`src/rtl/ifid_pkg.sv`:
```
// ifid_pkg: shared state encoding and default bubble for the IF/ID skid stage
package ifid_pkg;
   typedef enum logic [1:0] {EMPTY = 2'd0, ONE = 2'd1, FULL = 2'd2} state_t;
   localparam logic [31:0] NOP_DEFAULT = 32'h0000_0000;
endpackage

```
`src/rtl/pipe_slot.sv`:
```
// pipe_slot: instruction+pc register with load enable and synchronous clear-to-NOP
module pipe_slot #(
   parameter int DATA_W = 32,
   parameter int PC_W = 32,
   parameter logic [DATA_W-1:0] NOP = '0
) (
   input  logic              clk,
   input  logic              i_reset,
   input  logic              i_load,
   input  logic              i_clear,
   input  logic [DATA_W-1:0] i_instr,
   input  logic [PC_W-1:0]   i_pc,
   output logic [DATA_W-1:0] o_instr,
   output logic [PC_W-1:0]   o_pc
);
   always_ff @(posedge clk or posedge i_reset)
      if (i_reset) begin
         o_instr <= NOP;
         o_pc <= '0;
      end else if (i_clear) begin
         o_instr <= NOP;
         o_pc <= '0;
      end else if (i_load) begin
         o_instr <= i_instr;
         o_pc <= i_pc;
      end
endmodule

```
`src/rtl/ifid_skid_stage.sv`:
```
// ifid_skid_stage: IF/ID register with valid/ready handshake, 2-entry skid buffer,
// flush, halt and a saturating stall-cycle counter.
module ifid_skid_stage import ifid_pkg::*; #(
   parameter int DATA_W = 32,
   parameter int PC_W = 32,
   parameter logic [DATA_W-1:0] NOP = DATA_W'(NOP_DEFAULT),
   parameter int CNT_W = 16
) (
   input  logic              clk,
   input  logic              i_reset,
   input  logic              i_valid,
   output logic              o_ready,
   input  logic [DATA_W-1:0] i_instruction,
   input  logic [PC_W-1:0]   i_pc,
   output logic              o_valid,
   input  logic              i_ready,
   output logic [DATA_W-1:0] o_instruction,
   output logic [PC_W-1:0]   o_pc,
   input  logic              i_flush,
   input  logic              i_halt,
   output logic [CNT_W-1:0]  o_stall_cnt
);
   state_t state, state_nxt;
   logic in_fire, out_fire;
   logic main_ld, main_clr, skid_ld, skid_clr;
   logic [DATA_W-1:0] skid_instr, main_d_instr;
   logic [PC_W-1:0] skid_pc, main_d_pc;

   // o_ready is gated by reset so IF cannot push while reset is held
   assign o_ready = !i_reset && !i_halt && state != FULL;
   assign o_valid = !i_halt && state != EMPTY;
   assign in_fire = i_valid && o_ready;
   assign out_fire = o_valid && i_ready;

   always_comb begin
      main_ld = (state == EMPTY && in_fire) || (state == ONE && in_fire && out_fire) ||
                (state == FULL && out_fire);
      main_clr = i_flush || (state == ONE && out_fire && !in_fire);
      skid_ld = state == ONE && in_fire && !out_fire;
      skid_clr = i_flush || (state == FULL && out_fire);
      main_d_instr = state == FULL ? skid_instr : i_instruction;
      main_d_pc = state == FULL ? skid_pc : i_pc;
      state_nxt = i_flush ? EMPTY :
                  state == EMPTY ? (in_fire ? ONE : EMPTY) :
                  state == ONE ? (in_fire && !out_fire ? FULL : out_fire && !in_fire ? EMPTY : ONE) :
                  (out_fire ? ONE : FULL);
   end

   always_ff @(posedge clk or posedge i_reset)
      if (i_reset) begin
         state <= EMPTY;
         o_stall_cnt <= '0;
      end else begin
         state <= state_nxt;
         if (o_valid && !i_ready && !i_flush && o_stall_cnt != '1)
            o_stall_cnt <= o_stall_cnt + 1'b1;
      end

   pipe_slot #(.DATA_W(DATA_W), .PC_W(PC_W), .NOP(NOP)) u_main (
      .clk(clk), .i_reset(i_reset), .i_load(main_ld), .i_clear(main_clr),
      .i_instr(main_d_instr), .i_pc(main_d_pc), .o_instr(o_instruction), .o_pc(o_pc)
   );

   pipe_slot #(.DATA_W(DATA_W), .PC_W(PC_W), .NOP(NOP)) u_skid (
      .clk(clk), .i_reset(i_reset), .i_load(skid_ld), .i_clear(skid_clr),
      .i_instr(i_instruction), .i_pc(i_pc), .o_instr(skid_instr), .o_pc(skid_pc)
   );
endmodule

```
`config.mk`:
```
export PLATFORM = sky130hd
export DESIGN_NAME = ifid_skid_stage
export DESIGN_NICKNAME = d
export VERILOG_FILES = /design/src/rtl/ifid_pkg.sv /design/src/rtl/pipe_slot.sv /design/src/rtl/ifid_skid_stage.sv
export SDC_FILE = /design/constraint.sdc
export NUM_CORES = 1
export LEC_CHECK = 0
export ABC_AREA = 1
export BUFFER_PORTS_ARGS = -buffer_cell sky130_fd_sc_hd__buf_4
export CORE_UTILIZATION = 50
export DETAILED_ROUTE_END_ITERATION = 16
export PLACE_DENSITY = 0.74
export SYNTH_ARGS = -nofsm -noshare
export SYNTH_HDL_FRONTEND = slang
export SYNTH_SLANG_ARGS = --single-unit
```
`constraint.sdc`:
```
create_clock -name clk -period 4.6 [get_ports clk]
set_input_delay 0.23 -clock clk [delete_from_list [all_inputs] [get_ports clk]]
set_output_delay 0.23 -clock clk [all_outputs]
set_load 0.1 [all_outputs]
```
==> results by group <==
Floorplanning
  • Die Span X: 122 µm
  • Die H: 122 µm
  • Initial Utilization: 51.4%
  • Ports: 152
  • Total die area: 14800 µm²
  • Std cell rows: 43
  • Core footprint: 13900 µm²

STA
  • Hold Slack: -13.1 ps
  • Setup Viol. Count Final: 0
  • Slew margin rel.: 17.1%
  • Period utilization: 66.7%
  • Setup TNS: 0 ps
  • Worst Tran Pin Value: 1240 ps
  • Achievable frequency: 326 MHz
  • Hold Vio Cnt, Final: 3
  • Clock Skews: 5.75 ps
  • Unrepaired setup endpoints after global routing: no
  • Final min period: 3070 ps
  • Slew Viols, Final: 0

Worst setup path
  • Critical Path AT: 3330 ps
  • Setup crit end kind: flop
  • Critical path type: primary input to flop
  • Required time of the worst setup path: 4860 ps
  • CP startpoint kind: primary input
  • Worst Path Max Fanout: 101

Power
  • LEAKAGE: 4.78 nW
  • Max VDD drop: 0.251 mV
  • PwrDens: 412 nW/µm²

Logic synthesis
  • Post-synthesis mux area share: 0%
  • Combinational family with the most area after synthesis: simple AND/OR/NAND/NOR gates
  • Synth area leader: dfrtp_1
  • Yosys reg bits: 146
  • Avg Cell Area, Syn: 7.49 µm²
  • Post-synth top area share: 51.0%
  • Syn_nets: 1027
  • Distinct cells, synth: 24
  • Area contributors post-synth: dfrtp_1, nand2_1, nand3_1, o21ai_1, buf_2
  • Post-Synth XOR/XNOR Area: 0.857%
  • Mapped Cells: 955
  • Yosys synthesis warning count: 0
  • Asr flop ratio synth: 100%
  • Simple-gate area share of the yosys netlist: 36.7%
  • Synth Area in Compound Gates: 4.97%
  • Post-Synth Adder-Cell Area: 0.350%
  • Post-synth EDFFs: 0
  • Most frequent cell after synthesis: nand2_1
  • Main synth FF type: dfrtp_1
  • Mapped Area: 7160 µm²
  • Share of the yosys chip area belonging to registers: 51.0%
  • Synth top cells by count: nand2_1, dfrtp_1, nand3_1

Cells and area
  • Fillers: 1274
  • Design Area, Final: 8840 µm²
  • Register area: 3650 µm²
  • Final design utilization: 63.5%
  • Final nets: 1142
  • Multi-input gate area: 3080 µm²
  • N_diodes: 0
  • P&R area growth vs syn: 23.5%
  • Fraction of layout instances using a drive strength above 1: 18.9%

Route
  • Drt wl/cell: 14.3 µm
  • Initial DRC Count: 611
  • Via density: 5.17
  • Drt pass-1 iters: 5
  • Drt drc: 0
  • Routed wire length: 18.1 mm
  • ANT nets after route: 0
  • Vias post-DR: 6520

Clocking
  • H-tree depth: 4
  • Worst-path clk slew: 60 ps
  • Clk sinks: 146
  • Root Driver: clkbuf_16
  • Clock latency on the worst-skew pair: 420 ps
  • Cts bufs inserted: 17
  • Setup bufs post-CTS: 0
  • Clock buffer depth: 2
  • CTS tree: yes

Global route
  • GRT Residual Overflow: 0
  • Vias in the first global route: 5956
  • Pin count of the biggest net entering global routing: 103
  • GRT Total Usage: 25.4%
  • First-pass GRT wire length: 29.6 mm
  • Initial antenna violation count: 0

Hold path
  • Worst Hold Class: primary input to async pin

Placed design
  • DP Wirelength: 10.9 mm
  • Area post-placement: 8240 µm²
  • IO Port Bufs: 151
  • Routability Congestion: 0.842

Run status
  • Status: finished, violations left
  • Failing checks: negative hold slack

Job
  • Max-cap viol count: 0
## path summary, 6_finish.rpt
kind / cells after the start / to / slack [ps] / startpoint
max: 8 / u_main.o_instr[29] / 1530 / i_flush
min: 2 / u_skid.o_pc[5] / -10 / i_reset
max reg2reg: 8 / u_skid.o_instr[8] / 1870 / state[1]
min reg2reg: 2 / u_skid.o_instr[24] / 470 / u_skid.o_instr[24]
max in group asynchronous: 3 / u_main.o_instr[11] / 3450 / i_reset
min in group clk: 3 / u_skid.o_instr[28] / 50 / i_instruction[28]
## sequential cells by signal, indices dropped and copies added (netlist names)
register        count
u_main.o_pc        32
u_main.o_instr     32
state               2
u_skid.o_pc        32
u_skid.o_instr     32
o_stall_cnt        16
## metal layers
metal | track usage (%) | vias to the layer above | part of all wire (%) | wire length, µm
met5 | 0 | - | 0 | 0
met4 | 9.65 | 0 | 2.0 | 361
met3 | 5.71 | 28 | 5.5 | 994
met2 | 38.5 | 182 | 46 | 8300
met1 | 35.6 | 3050 | 47 | 8410
li1 | - | 3260 | - | -
## power breakdown
part           internal [W]  switching (W)  total [W]
Combinational      0.000181       0.000670   0.000851
Sequential          0.00135      0.0000486    0.00140
Clock              0.000840       0.000555    0.00140
Total               0.00237        0.00127    0.00365
## stage by stage
step / total power, W / cells / setup WS [ps]
2_1_floorplan: 0.00206 / 955 / 447
4_1_cts: 0.00366 / 1262 / 1550
3_3_place_gp: 0.00227 / 1230 / 1750
6_report: 0.00365 / 1262 / 1530
5_1_grt: 0.00377 / 1262 / 1250
3_5_place_dp: 0.00228 / 1230 / 1660
## kinds of logic (layout without fill, tap and decap cells)
group	count (synthesis)	after routing
DFF	146	146
and+or+nand+nor	642	642
AOI/OAI and AO/OA	71	71
xor gates and xnor gates	7	7
buffers and inverters	87	214
adders and majority gates	2	2
## worst max-delay path, stage by stage
cell and delay, ps:
dlygate4sd3_1 540, buf_4 150, inv_2 40, buf_4 570, nand2_2 230, nor2_4 490, buf_4 780, o21ai_0 210
## layout by cell type, fill, tap and decap left out, types with 6 or more instances in the layout
cell type / instances
o21ai_1: 49
dfrtp_1: 146
clkinvlp_4: 6
nor2_1: 19
nand2_1: 469
nand3_1: 135
clkbuf_16: 17
inv_1: 17
inv_2: 7
buf_4: 157
nand4_1: 8
o21ai_0: 21
xnor2_1: 6
## final cells by class
cell class	count	share of cell area [%]
clock buffers	20	5.28
clock inverters	11	1.44
inverters	25	1.12
multi-input cells	722	34.9
flip-flops and latches	146	41.3
well taps	180	2.55
repair buffers	158	13.4
## repair_timing
item	CTS	global route
setup endpoints to repair	0	0
gates resized for setup	0	0
hold buffers	1	0
endpoints found under the hold margin	2	0
Note: power is estimated with default switching activity, not from simulation.
